File: config.mk
export PLATFORM = sky130hd
export DESIGN_NAME = regf_apb_bridge
export DESIGN_NICKNAME = d
export VERILOG_FILES = /design/src/rtl/regf_apb_bridge.sv
export SDC_FILE = /design/constraint.sdc
export NUM_CORES = 1
export LEC_CHECK = 0
export ABC_CLOCK_PERIOD_IN_PS = 1800
export BUFFER_PORTS_ARGS = -buffer_cell sky130_fd_sc_hd__buf_2
export CORE_ASPECT_RATIO = 0.9
export CORE_MARGIN = 2
export CORE_UTILIZATION = 40
export CTS_CLUSTER_DIAMETER = 100
export CTS_CLUSTER_SIZE = 25
export DETAILED_ROUTE_END_ITERATION = 8
export PLACE_DENSITY = 0.76
export SLEW_MARGIN = 20
export SYNTH_ARGS = -nofsm -noshare
export SYNTH_HDL_FRONTEND = slang
export SYNTH_SLANG_ARGS = --single-unit
File: constraint.sdc
create_clock -name main_clk_i -period 1.8 [get_ports main_clk_i]
set_clock_uncertainty 0.2 [all_clocks]
set_input_delay 0 -clock main_clk_i [delete_from_list [all_inputs] [get_ports main_clk_i]]
set_output_delay 0 -clock main_clk_i [all_outputs]
set_load 0.02 [all_outputs]
File: src/rtl/regf_apb_bridge.sv
// regf_apb_bridge: APB4 completer driving the mem_* port of a generated regf.
// Define REGF_APB_RMW_EN to turn partial-strobe writes into read-modify-write.
module regf_apb_bridge #(
  parameter int PADDRW = 16,
  parameter int ADDRW  = 13,
  parameter int DATAW  = 32
) (
  input  logic              main_clk_i,
  input  logic              main_rst_an_i,
  input  logic              apb_psel_i,
  input  logic              apb_penable_i,
  input  logic              apb_pwrite_i,
  input  logic [PADDRW-1:0] apb_paddr_i,
  input  logic [DATAW-1:0]  apb_pwdata_i,
  input  logic [DATAW/8-1:0] apb_pstrb_i,
  output logic [DATAW-1:0]  apb_prdata_o,
  output logic              apb_pready_o,
  output logic              apb_pslverr_o,
  output logic              mem_ena_o,
  output logic [ADDRW-1:0]  mem_addr_o,
  output logic              mem_wena_o,
  output logic [DATAW-1:0]  mem_wdata_o,
  input  logic [DATAW-1:0]  mem_rdata_i,
  input  logic              mem_err_i
);

  typedef enum logic [1:0] {
    IDLE,
    RMW_RD,
    ACCESS,
    RESP
  } state_e;

  state_e           state_q, state_d;
  logic             wr_q, wr_d;
  logic             err_q, err_d;
  logic [DATAW-1:0] prdata_q, prdata_d;
  logic             pready_q, pready_d;
  logic             pslverr_q, pslverr_d;
  logic             mem_ena_q, mem_ena_d;
  logic [ADDRW-1:0] mem_addr_q, mem_addr_d;
  logic             mem_wena_q, mem_wena_d;
  logic [DATAW-1:0] mem_wdata_q, mem_wdata_d;

  logic setup;
  logic bad_addr;
  logic zero_strb;
  logic partial;
  logic reject;

  assign setup     = apb_psel_i & ~apb_penable_i;
  assign bad_addr  = (apb_paddr_i[1:0] != 2'b00)
                   | (|apb_paddr_i[PADDRW-1:ADDRW]);
  assign zero_strb = apb_pwrite_i & (apb_pstrb_i == '0);
  assign partial   = apb_pwrite_i & (apb_pstrb_i != '1);

`ifdef REGF_APB_RMW_EN
  logic [DATAW-1:0]   wdata_q, wdata_d;
  logic [DATAW/8-1:0] strb_q, strb_d;
  logic [DATAW-1:0]   merged;

  assign reject = bad_addr | zero_strb;

  // Overlay strobed write bytes onto the word just read from the regf.
  always_comb begin
    merged = mem_rdata_i;
    for (int i = 0; i < DATAW / 8; i++) begin
      if (strb_q[i]) merged[8*i +: 8] = wdata_q[8*i +: 8];
    end
  end
`else
  assign reject = bad_addr | zero_strb | partial;
`endif

  // Next state plus next value of every registered output.
  // Rejected transfers still pass through ACCESS (with no mem strobe)
  // so that every single-access transfer has the same one wait state.
  always_comb begin
    state_d     = state_q;
    wr_d        = wr_q;
    err_d       = err_q;
    prdata_d    = '0;
    pready_d    = 1'b0;
    pslverr_d   = 1'b0;
    mem_ena_d   = 1'b0;
    mem_wena_d  = 1'b0;
    mem_addr_d  = mem_addr_q;
    mem_wdata_d = mem_wdata_q;
`ifdef REGF_APB_RMW_EN
    wdata_d     = wdata_q;
    strb_d      = strb_q;
`endif
    unique case (state_q)
      IDLE: begin
        if (setup) begin
          wr_d    = apb_pwrite_i;
          state_d = ACCESS;
          if (reject) begin
            err_d = 1'b1;
`ifdef REGF_APB_RMW_EN
          end else if (partial) begin
            err_d      = 1'b0;
            state_d    = RMW_RD;
            mem_ena_d  = 1'b1;
            mem_addr_d = {apb_paddr_i[ADDRW-1:2], 2'b00};
            wdata_d    = apb_pwdata_i;
            strb_d     = apb_pstrb_i;
`endif
          end else begin
            err_d      = 1'b0;
            mem_ena_d  = 1'b1;
            mem_wena_d = apb_pwrite_i;
            mem_addr_d = {apb_paddr_i[ADDRW-1:2], 2'b00};
            if (apb_pwrite_i) mem_wdata_d = apb_pwdata_i;
          end
        end
      end
`ifdef REGF_APB_RMW_EN
      RMW_RD: begin
        if (mem_err_i) begin
          state_d   = RESP;
          pready_d  = 1'b1;
          pslverr_d = 1'b1;
        end else begin
          state_d     = ACCESS;
          mem_ena_d   = 1'b1;
          mem_wena_d  = 1'b1;
          mem_wdata_d = merged;
        end
      end
`endif
      ACCESS: begin
        state_d   = RESP;
        pready_d  = 1'b1;
        pslverr_d = err_q | (mem_ena_q & mem_err_i);
        if (!wr_q && !pslverr_d) prdata_d = mem_rdata_i;
      end
      RESP: begin
        state_d = IDLE;
      end
      default: begin
        state_d = IDLE;
      end
    endcase
  end

  // State and output registers; reset drops any in-flight access.
  always_ff @(posedge main_clk_i or negedge main_rst_an_i) begin
    if (!main_rst_an_i) begin
      state_q     <= IDLE;
      wr_q        <= 1'b0;
      err_q       <= 1'b0;
      prdata_q    <= '0;
      pready_q    <= 1'b0;
      pslverr_q   <= 1'b0;
      mem_ena_q   <= 1'b0;
      mem_addr_q  <= '0;
      mem_wena_q  <= 1'b0;
      mem_wdata_q <= '0;
`ifdef REGF_APB_RMW_EN
      wdata_q     <= '0;
      strb_q      <= '0;
`endif
    end else begin
      state_q     <= state_d;
      wr_q        <= wr_d;
      err_q       <= err_d;
      prdata_q    <= prdata_d;
      pready_q    <= pready_d;
      pslverr_q   <= pslverr_d;
      mem_ena_q   <= mem_ena_d;
      mem_addr_q  <= mem_addr_d;
      mem_wena_q  <= mem_wena_d;
      mem_wdata_q <= mem_wdata_d;
`ifdef REGF_APB_RMW_EN
      wdata_q     <= wdata_d;
      strb_q      <= strb_d;
`endif
    end
  end

  assign apb_prdata_o  = prdata_q;
  assign apb_pready_o  = pready_q;
  assign apb_pslverr_o = pslverr_q;
  assign mem_ena_o     = mem_ena_q;
  assign mem_addr_o    = mem_addr_q;
  assign mem_wena_o    = mem_wena_q;
  assign mem_wdata_o   = mem_wdata_q;

endmodule
Yosys cells after proc, flatten, opt, wreduce, memory -nomap -nowiden
Cells that the tools add are included.
Widths: inputs -> output; s select.

storage, ports and cells
  register bits after elaboration = 83

operators by class
  equality and inequality tests = 3
  mux-type cells = 13
  bitwise logic cells = 10
  reductions and logical operators = 10

operators with widths
  operator            count
  $mux 32             2
  $mux 1              9
  $and 1x1->1         4
  $logic_not 4->1     1
  $ne 4x4->1 const B  1
  $or 1x1->1          4
  $pmux 2 s2          1
  $reduce_and 4->1    1
  $reduce_and 3->1    1
  $reduce_or 3->1     1
  $eq 2x2->1 const B  1
  $logic_not 1->1     2
  $logic_not 2->1     1
  $mux 2              1
  $ne 2x2->1 const B  1
  $not 1->1           2
  $reduce_and 2->1    1
  $reduce_bool 2->1   1
  $logic_and 1x1->1   1

Logic depth before layout (Yosys ltp)
Gate-level depths: netlist of run 1.

  word-level depth = 7
  mapped depth = 5
  mapped depth without buffers = 4

Worst setup path after synthesis of run 1
No wires, ideal clock.

  path type = register -> register
  start = register state_q[1]
  end = register mem_addr_q[10], in the netlist mem_addr_o[10]
  arrival time = 1.584 ns
  path slack = -0.109 ns
  cell stages (with the launch flop) = 5
  path buffers = 1
  cell sequence = dfrtp_1 nor4b_2 and2_2 buf_6 mux2_2

on the way
  cells in the longest elaborated chain, start to end = 2

RTL lines
  element                            line  RTL
  from (decl)                        34    state_e state_q, state_d;
  from (signal assigned)             165   state_q <= state_d;
  $logic_not 2->1                    93    unique case (state_q)
  $reduce_and 3->1 (no source line)  n/a
  to (signal assigned)               172   mem_addr_q <= mem_addr_d;
  to (decl)                          41    logic [ADDRW-1:0] mem_addr_q, mem_addr_d;

No other way between the ends.
A chain may end at the register's enable or synchronous reset.

Worst setup path in the final report of run 1
  start = register state_q[0]
  end = register mem_wdata_q[2], in the netlist mem_wdata_o[2]

on the way
  cells in the longest elaborated chain, start to end = 2

RTL lines
  element                            line  RTL
  $logic_not 2->1                    93
  $reduce_and 4->1 (no source line)  n/a
  to (signal assigned)               174   mem_wdata_q <= mem_wdata_d;
  to (decl)                          43    logic [DATAW-1:0] mem_wdata_q, mem_wdata_d;

No other way between the ends.

==> results.sh, run 1 <==
export IMPL_status="finished, violations left"
export IMPL_violations="setup timing"
export IMPL_hold_class="primary input to flop"
export IMPL_utilization_pct=68.0
export IMPL_grt_max_degree=45
export IMPL_reg2reg_slack_ns=-0.04
export IMPL_crit_end="mem_wdata_o[2]$_DFFE_PN0P_"
export IMPL_min_period_ns=1.84
export IMPL_core_um2=7510
export IMPL_synth_area_leaders="dfrtp_1 (67%), mux2_4 (14%), and2_1 (6.5%), mux2_2 (5.5%), buf_6 (1.5%)"
export IMPL_n_fill_cell=541
export IMPL_yosys_warnings=0
export IMPL_slew_violations=0
export IMPL_syn2layout_area_growth_pct=65.2
export IMPL_synth_top_area_share_pct=67.3
export IMPL_cts_tree="done"
export IMPL_grt_setup_unrepaired="true"
export IMPL_drive_gt1_share_pct=53.4
export IMPL_maxCapViolations=0
export IMPL_grt_ovfl_total=0
export IMPL_cts_max_level=3
export IMPL_critical_path_startpoint_type="flop"
export IMPL_wl_um=8360
export IMPL_ir_drop_mv=0.447
export IMPL_cp_startpoint="state_q[0]$_DFFE_PN0P_"
export IMPL_dp_worst_setup_slack_ns=-0.225
export IMPL_cts_setup_buffers=0
export IMPL_final_setup_worst_slack_ns=-0.0440
export IMPL_power_density_nw_per_um2=783
export IMPL_most_common_layout_cells="buf_2 (167), dfrtp_1 (83), dlygate4sd3_1 (82), and2_1 (32), mux2_4 (29)"
export IMPL_antenna_left=0
export IMPL_root_buffer="clkbuf_8"
export IMPL_final_common_cell="buf_2"
export IMPL_r2r_start="state_q[0]$_DFFE_PN0P_"
export IMPL_setup_tns_ns=-0.718
export IMPL_finalNetCount=538
export IMPL_grt_pass1_wl_um=13600
export IMPL_die_area_um2=8440
export IMPL_clk_pin_slew_ns=0.09
export IMPL_grt_usage_pct=20.7
export IMPL_place_gp_congestion=0.763
export IMPL_grt_pass1_vias=2729
export IMPL_numCtsBuffers=9
export IMPL_cp_max_fo=33
export IMPL_die_y_um=87.4
export IMPL_crit_type="flop to flop"
export IMPL_worstPathRequired_ns=1.82
export IMPL_worstSkewPairLatency_ns=0.33
export IMPL_design_area_um2=5100
export IMPL_cp_end_kind="flop"
export IMPL_syn_cell_area_um2=3090
export IMPL_fmax_mhz=542
export IMPL_diodes=0
export IMPL_rows=30
export IMPL_drtIter0Drc=50
export IMPL_drt_pass1_iterations=4
export IMPL_hold_viol=0
export IMPL_setup_viol=34
export IMPL_whs_path_depth=5
export IMPL_viasPerCell=4.41
export IMPL_port_buffers=168
export IMPL_clk_path_buf_depth=2
export IMPL_wl_per_cell_um=15.2
export IMPL_drc=0
export IMPL_yosys_area_top_type="dfrtp_1"
export IMPL_worstPathArrival_ns=1.86
export IMPL_clkSinkCount=83
export IMPL_worstRegToRegCells=5
export IMPL_netlist_instances=187
export IMPL_power_mw=3.99
export IMPL_slew_limit_headroom_pct=65.3
export IMPL_rr_endpoint="mem_wdata_o[2]$_DFFE_PN0P_"
export IMPL_p_leak_nw=2.94
export IMPL_grt_antenna_before_repair=0
export IMPL_fin_crit_sh_pct=102
export IMPL_die_w_um=96.6
export IMPL_postSynthAreaPerCell_um2=16.5
export IMPL_ys_types=19
export IMPL_worst_slew_pin_slew_ns=0.521
export IMPL_start_util_pct=41.1
export IMPL_seq_area_frac_synth_pct=67.3
export IMPL_dp_hpwl_um=4740
export IMPL_num_vias=2422
export IMPL_post_dp_cell_area_um2=4100
export IMPL_ys_seq_elements=83
export IMPL_pin_count=171
## report_power, final
| group | internal (mW) | switching (mW) | total [mW] |
|---|---|---|---|
| logic | 0.395 | 0.329 | 0.724 |
| registers | 1.98 | 0.0687 | 2.05 |
| clock network | 0.551 | 0.666 | 1.22 |
## cells in the mapped netlist
cell type,n
dfrtp_1,83
and2_1,32
mux2_4,29
mux2_2,15
buf_6,4
inv_1,4
nor2_1,4
clkbuf_1,3
a21oi_1,2
buf_4,2
a211oi_4,1
and2_2,1
conb_1,1
nand2b_1,1
nand3_4,1
nand4_1,1
nor3b_1,1
nor4b_2,1
or4_4,1
## cell type report
class,count,area [um2],area share [%]
clock buffers,10,138,2.70
clock inverters,6,47.5,0.932
inverters,4,15.0,0.294
multi-input cells,92,942,18.5
flip-flops and latches,83,2080,40.7
well taps,96,120,2.35
repair buffers,258,1760,34.5
## worst max-delay path: stages, from the launching register on
cell and delay (ns):
dfrtp_1 0.41, nor4b_4 0.33, buf_4 0.18, nand3_4 0.07, buf_12 0.19, mux2_4 0.33
## worst min-delay path by stage
stage                   startpoint                     endpoint  slack [ns]
global placement     main_rst_an_i  mem_wdata_o[12]$_DFFE_PN0P_       -0.20
finish              apb_paddr_i[1]         mem_wena_o$_DFF_PN0_        0.08
floorplan            main_rst_an_i    apb_prdata_o[0]$_DFF_PN0_       -0.50
CTS                 apb_paddr_i[1]         mem_wena_o$_DFF_PN0_        0.04
detailed placement   main_rst_an_i  mem_wdata_o[12]$_DFFE_PN0P_       -0.19
global route        apb_paddr_i[1]         mem_wena_o$_DFF_PN0_        0.07
## registers in the layout, indices dropped and copies added (netlist names)
register       count
wr_q               1
err_q              1
state_q            2
apb_pslverr_o      1
apb_pready_o       1
apb_prdata_o      32
mem_wena_o         1
mem_wdata_o       32
mem_addr_o        11
mem_ena_o          1
## cells by family after synthesis
family | count (synthesis) | synth area share [%]
buffers and inverters | 13 | 2.80
muxes | 44 | 19.6
and+or+nand+nor | 43 | 9.28
DFF | 83 | 67.3
other | 1 | 0.121
AOI/OAI and AO/OA | 3 | 0.972
## layer usage
| layer | track usage [%] | vias to the layer above | wire [um] |
|---|---|---|---|
| met5 | 0 | - | 0 |
| met4 | 6.02 | 0 | 76 |
| met3 | 7.22 | 10 | 623 |
| met2 | 38.2 | 112 | 4470 |
| met1 | 22.9 | 1167 | 3190 |
| li1 | - | 1133 | - |
## stage by stage
stage / instances / hold slack, ns
after floorplan: 188 / -0.496
after global routing: 549 / 0.0678
after CTS: 549 / 0.0358
final: 549 / 0.0750
after detailed placement: 451 / -0.194
after global placement: 451 / -0.200
## repair_timing
action / in CTS / in global routing
hold endpoints to repair: 163 / 0
resized for setup: 0 / 0
hold buffers: 82 / 0
setup endpoints to repair: 43 / 43
gates cloned: 0 / 0
Note: power is estimated with default switching activity, not from simulation.
==> inputs of run 2 (changes only) <==
--- a/config.mk
+++ b/config.mk
@@ -7,7 +7,7 @@
 export LEC_CHECK = 0
 export ABC_CLOCK_PERIOD_IN_PS = 1800
 export BUFFER_PORTS_ARGS = -buffer_cell sky130_fd_sc_hd__buf_2
-export CORE_ASPECT_RATIO = 0.9
+export CORE_ASPECT_RATIO = 0.8
 export CORE_MARGIN = 2
 export CORE_UTILIZATION = 40
 export CTS_CLUSTER_DIAMETER = 100
==> run 2 against run 1 <==
Net effect:
- the run still ends with setup timing left
- clock power grew 27%
- final cell count up 1.5%
- routed wire length grew 3.3%
- fmax rose by 1.0%
- first-iteration DRC count is 30% lower
- largest power group unchanged
- sequential cell count unchanged
- hold slack got worse by 0.021 ns
- via count is 0.54% higher
==> results.sh, run 2 (synthesized netlist as in run 1, its figures left out) <==
export IMPL_start_util_pct=41.6
export IMPL_die_w_um=102
export IMPL_setup_viol=25
export IMPL_r2r_start="state_q[0]$_DFFE_PN0P_"
export IMPL_grt_pass1_wl_um=12900
export IMPL_slew_violations=0
export IMPL_hold_viol=0
export IMPL_die_area_um2=8440
export IMPL_port_buffers=168
export IMPL_syn2layout_area_growth_pct=67.0
export IMPL_grt_usage_pct=20.8
export IMPL_die_y_um=82.6
export IMPL_final_common_cell="buf_2"
export IMPL_diodes=0
export IMPL_clkSinkCount=83
export IMPL_clk_pin_slew_ns=0.08
export IMPL_min_period_ns=1.83
export IMPL_viasPerCell=4.37
export IMPL_finalNetCount=538
export IMPL_cp_max_fo=33
export IMPL_n_fill_cell=530
export IMPL_crit_type="flop to flop"
export IMPL_power_density_nw_per_um2=839
export IMPL_core_um2=7430
export IMPL_cp_end_kind="flop"
export IMPL_postCtsResizedCells=0
export IMPL_clk_path_buf_depth=2
export IMPL_design_area_um2=5160
export IMPL_drive_gt1_share_pct=53.1
export IMPL_numCtsBuffers=9
export IMPL_cts_max_level=3
export IMPL_wl_um=8640
export IMPL_status="finished, violations left"
export IMPL_power_mw=4.33
export IMPL_drtIter0Drc=35
export IMPL_grt_antenna_before_repair=0
export IMPL_critical_path_startpoint_type="flop"
export IMPL_pin_count=171
export IMPL_drc=0
export IMPL_num_vias=2435
export IMPL_min_from="apb_paddr_i[1]"
export IMPL_violations="setup timing"
export IMPL_multi_input_area_um2=942
export IMPL_wl_per_cell_um=15.5
export IMPL_final_setup_worst_slack_ns=-0.0257
export IMPL_root_buffer="clkbuf_8"
export IMPL_rows=28
export IMPL_grt_setup_unrepaired="true"
export IMPL_drt_pass1_iterations=4
export IMPL_dp_hpwl_um=4920
export IMPL_grt_pass1_vias=2675
export IMPL_p_leak_nw=2.96
export IMPL_worstPathRequired_ns=1.83
export IMPL_grt_ovfl_total=0
export IMPL_ir_drop_mv=0.497
export IMPL_worstSkewPairLatency_ns=0.34
export IMPL_place_gp_congestion=0.744
export IMPL_fmax_mhz=548
export IMPL_cts_setup_buffers=0
export IMPL_fin_crit_sh_pct=101
export IMPL_maxCapViolations=0
export IMPL_grt_max_degree=54
export IMPL_cts_tree="done"
export IMPL_utilization_pct=69.4
export IMPL_antenna_left=0
export IMPL_worstPathArrival_ns=1.86
export IMPL_regArea_um2=2080
export IMPL_most_common_layout_cells="buf_2 (167), dfrtp_1 (83), dlygate4sd3_1 (82), and2_1 (32), mux2_4 (29)"
export IMPL_cp_startpoint="state_q[0]$_DFFE_PN0P_"
export IMPL_hold_class="primary input to flop"
export IMPL_post_dp_cell_area_um2=4110
==> run 2: changes by cell type in the layout (fill, tap and decap cells not counted) <==
cell	before	now
bufinv_16	0	3
inv_6	2	0
clkinv_4	2	0
clkbuf_8	10	9
clkbuf_1	0	1
==> run 2: repair_timing <==
item,CTS,global route
endpoints found under the hold margin,163,0
hold buffers,82,0
endpoints found under the setup margin,31,43
==> run 2: where the power goes <==
part | internal [mW] | switching [mW]
Sequential | 1.98 | 0.0713
Combinational | 0.395 | 0.328
Clock | 0.912 | 0.637
Total | 3.29 | 1.04
==> run 2: through the flow <==
step | hold WS, ns | setup TNS [ns] | instances | worst slack [ns]
after detailed placement | -0.239 | -4.69 | 460 | -0.200
after global placement | -0.241 | -3.01 | 460 | -0.149
final | 0.0536 | -0.337 | 557 | -0.0257
after floorplan | -0.496 | 0 | 188 | 0.00197
after CTS | 0.0355 | -0.644 | 557 | -0.0388
after global routing | 0.0472 | -2.95 | 557 | -0.0858
==> run 2: final timing paths <==
kind / cells after the start / slack (ns) / endpoint
max: 5 / -0.03 / mem_wdata_o[11]$_DFFE_PN0P_
min: 5 / 0.05 / mem_wena_o$_DFF_PN0_
max reg2reg: 5 / -0.03 / mem_wdata_o[11]$_DFFE_PN0P_
min reg2reg: 2 / 0.30 / err_q$_DFFE_PN0P_
max in group asynchronous: 4 / 0.31 / apb_prdata_o[15]$_DFF_PN0_
min in group asynchronous: 3 / 0.48 / mem_wdata_o[19]$_DFFE_PN0P_
==> run 2: cell type report <==
type,instances,area share [%]
clock inverters,5,1.99
flip-flops and latches,83,40.3
multi-input cells,92,18.3
repair buffers,258,34.2
clock buffers,10,2.47
inverters,4,0.291
well taps,105,2.55
==> run 2: layer usage <==
layer  GRT usage [%]  wire length, um
met5               0                0
met4            5.07              106
met3            9.93              801
met2            36.9             4360
met1            22.7             3370
==> run 2: worst max-delay path, stage by stage, from the launching register on <==
cell	delay (ns)
dfrtp_1	0.41
nor4b_4	0.32
buf_4	0.18
nand3_4	0.07
buf_12	0.20
mux2_4	0.33
==> inputs of run 3 (changes only) <==
--- a/config.mk
+++ b/config.mk
@@ -14,6 +14,7 @@
 export CTS_CLUSTER_SIZE = 25
 export DETAILED_ROUTE_END_ITERATION = 8
 export PLACE_DENSITY = 0.76
+export REMOVE_ABC_BUFFERS = 1
 export SLEW_MARGIN = 20
 export SYNTH_ARGS = -nofsm -noshare
 export SYNTH_HDL_FRONTEND = slang
==> constraint.sdc (replaced) <==
create_clock -name main_clk_i -period 1.8 [get_ports main_clk_i]
set_clock_uncertainty 0.2 [all_clocks]
set_input_delay 0.18 -clock main_clk_i [delete_from_list [all_inputs] [get_ports main_clk_i]]
set_output_delay 0.18 -clock main_clk_i [all_outputs]
set_load 0.02 [all_outputs]
==> run 3 against run 2 <==
Net effect:
- the flow now finishes without violations
- final cell count unchanged
- fmax up 2.3%
- critical path type is now primary input to flop
- clock power shrank 7%
- core utilization increased by 0.61 points
- worst setup slack gained 0.041 ns
- routed wire length decreased by 5.0%
- final area is 0.87% higher
- first-iteration DRC count is 26% lower
- sequential cell count unchanged
- non-clock buffer count unchanged
- combinational power shrank 3.0%
- global-route usage fell by 1.5 points
==> results.sh, run 3 (synthesized netlist as in run 1, its figures left out) <==
export IMPL_min_period_ns=1.78
export IMPL_worstRegToRegCells=5
export IMPL_cp_max_fo=6
export IMPL_crit_slowest_cell="dlygate4sd3_1"
export IMPL_dp_worst_setup_slack_ns=-0.324
export IMPL_syn2layout_area_growth_pct=68.5
export IMPL_num_vias=2388
export IMPL_viasPerCell=4.29
export IMPL_post_dp_cell_area_um2=4090
export IMPL_met2_usage_pct=35.3
export IMPL_drive_gt1_share_pct=53.5
export IMPL_fmax_mhz=560
export IMPL_cts_tree="done"
export IMPL_setup_tns_ns=0
export IMPL_rows=28
export IMPL_use_met3_pct=6.99
export IMPL_port_buffers=168
export IMPL_clk_pin_slew_ns=0.08
export IMPL_die_area_um2=8440
export IMPL_dp_hpwl_um=4560
export IMPL_r2r_start="state_q[0]$_DFFE_PN0P_"
export IMPL_grt_busiest_layer="met2"
export IMPL_setup_viol=0
export IMPL_core_um2=7430
export IMPL_die_w_um=102
export IMPL_ir_drop_mv=0.590
export IMPL_critPathMaxStageDelay_ns=0.53
export IMPL_antenna_left=0
export IMPL_maxCapViolations=0
export IMPL_drc=0
export IMPL_pin_count=171
export IMPL_drtIter0Drc=26
export IMPL_final_cells=557
export IMPL_power_mw=4.19
export IMPL_cp_end_kind="flop"
export IMPL_wl_um=8210
export IMPL_p_leak_nw=2.97
export IMPL_holdWs_ns=0.161
export IMPL_place_gp_congestion=0.667
export IMPL_numCtsBuffers=9
export IMPL_dpl_cell_count=457
export IMPL_worstSkewPairLatency_ns=0.35
export IMPL_finalNetCount=538
export IMPL_hold_viol=0
export IMPL_grt_usage_pct=19.3
export IMPL_min_from="apb_paddr_i[1]"
export IMPL_clkSinkCount=83
export IMPL_worstPathArrival_ns=1.82
export IMPL_hold_class="primary input to flop"
export IMPL_critical_path_startpoint_type="primary input"
export IMPL_final_setup_worst_slack_ns=0.0155
export IMPL_whs_path_depth=4
export IMPL_n_fill_cell=539
export IMPL_die_y_um=82.6
export IMPL_worstPathRequired_ns=1.84
export IMPL_fin_crit_sh_pct=99.1
export IMPL_cp_startpoint="apb_pwrite_i"
export IMPL_power_density_nw_per_um2=806
export IMPL_crit_type="primary input to flop"
export IMPL_root_buffer="clkbuf_8"
export IMPL_diodes=0
export IMPL_worstPathCellList="dlygate4sd3_1 -> buf_2 -> a211oi_4 -> and2_4 -> clkbuf_16 -> mux2_4"
export IMPL_final_common_cell="buf_2"
export IMPL_grt_use_met1_pct=20.7
export IMPL_wl_per_cell_um=14.7
export IMPL_start_util_pct=41.6
export IMPL_slew_violations=0
export IMPL_clk_path_buf_depth=2
export IMPL_grt_pass1_wl_um=12000
export IMPL_most_common_layout_cells="buf_2 (167), dfrtp_1 (83), dlygate4sd3_1 (80), mux2_4 (40), and2_1 (32)"
export IMPL_grt_antenna_before_repair=0
export IMPL_grt_pass1_vias=2573
export IMPL_design_area_um2=5200
export IMPL_grt_max_degree=84
export IMPL_utilization_pct=70.0
export IMPL_status="completed"
export IMPL_drt_pass1_iterations=4
export IMPL_grt_ovfl_total=0
export IMPL_cts_max_level=3
export IMPL_grt_setup_unrepaired="true"
run 3: metal layers:
| metal | vias to the layer above | wire length, um |
|---|---|---|
| li1 | 1135 | - |
| met1 | 1128 | 3150 |
| met2 | 107 | 4340 |
| met4 | 0 | 141 |
| met3 | 18 | 571 |
| met5 | - | 0 |
run 3: final cells by class:
| type | count | area (um2) | share of cell area [%] |
|---|---|---|---|
| Clock buffer | 11 | 141 | 2.72 |
| Multi-Input combinational cell | 92 | 976 | 18.8 |
| Timing Repair Buffer | 258 | 1790 | 34.3 |
| Inverter | 4 | 15.0 | 0.289 |
| Tap cell | 105 | 131 | 2.53 |
| Sequential cell | 83 | 2080 | 39.9 |
| Clock inverter | 4 | 75.1 | 1.44 |
run 3: repair_timing:
item	in CTS	in global routing
setup buffers	2	2
hold buffers	80	0
endpoints found under the hold margin	161	0
cloned	0	1
resized for setup	0	12
setup endpoints to repair	11	17
pin swaps	1	1
run 3: worst max-delay path: cells and delay by family:
kind	cells	cell delay [ns]
compound gates	1	0.27
buf+inv	3	0.84
mux	1	0.29
simple gates	1	0.22
run 3: report_power, final:
group	total, mW	switching, mW	internal (mW)	leakage [nW]
registers	2.05	0.0660	1.98	1.14
clock network	1.44	0.633	0.812	0.102
logic	0.701	0.314	0.387	1.73
total	4.19	1.01	3.18	2.97
run 3: final timing paths:
kind / endpoint / slack, ns
max: mem_addr_o[8]$_DFFE_PN0P_ / 0.02
min: mem_ena_o$_DFF_PN0_ / 0.16
max reg2reg: mem_addr_o[8]$_DFFE_PN0P_ / 0.03
min reg2reg: state_q[1]$_DFFE_PN0P_ / 0.27
max in group asynchronous: mem_wdata_o[1]$_DFFE_PN0P_ / 0.86
min in group asynchronous: apb_prdata_o[3]$_DFF_PN0_ / 0.19
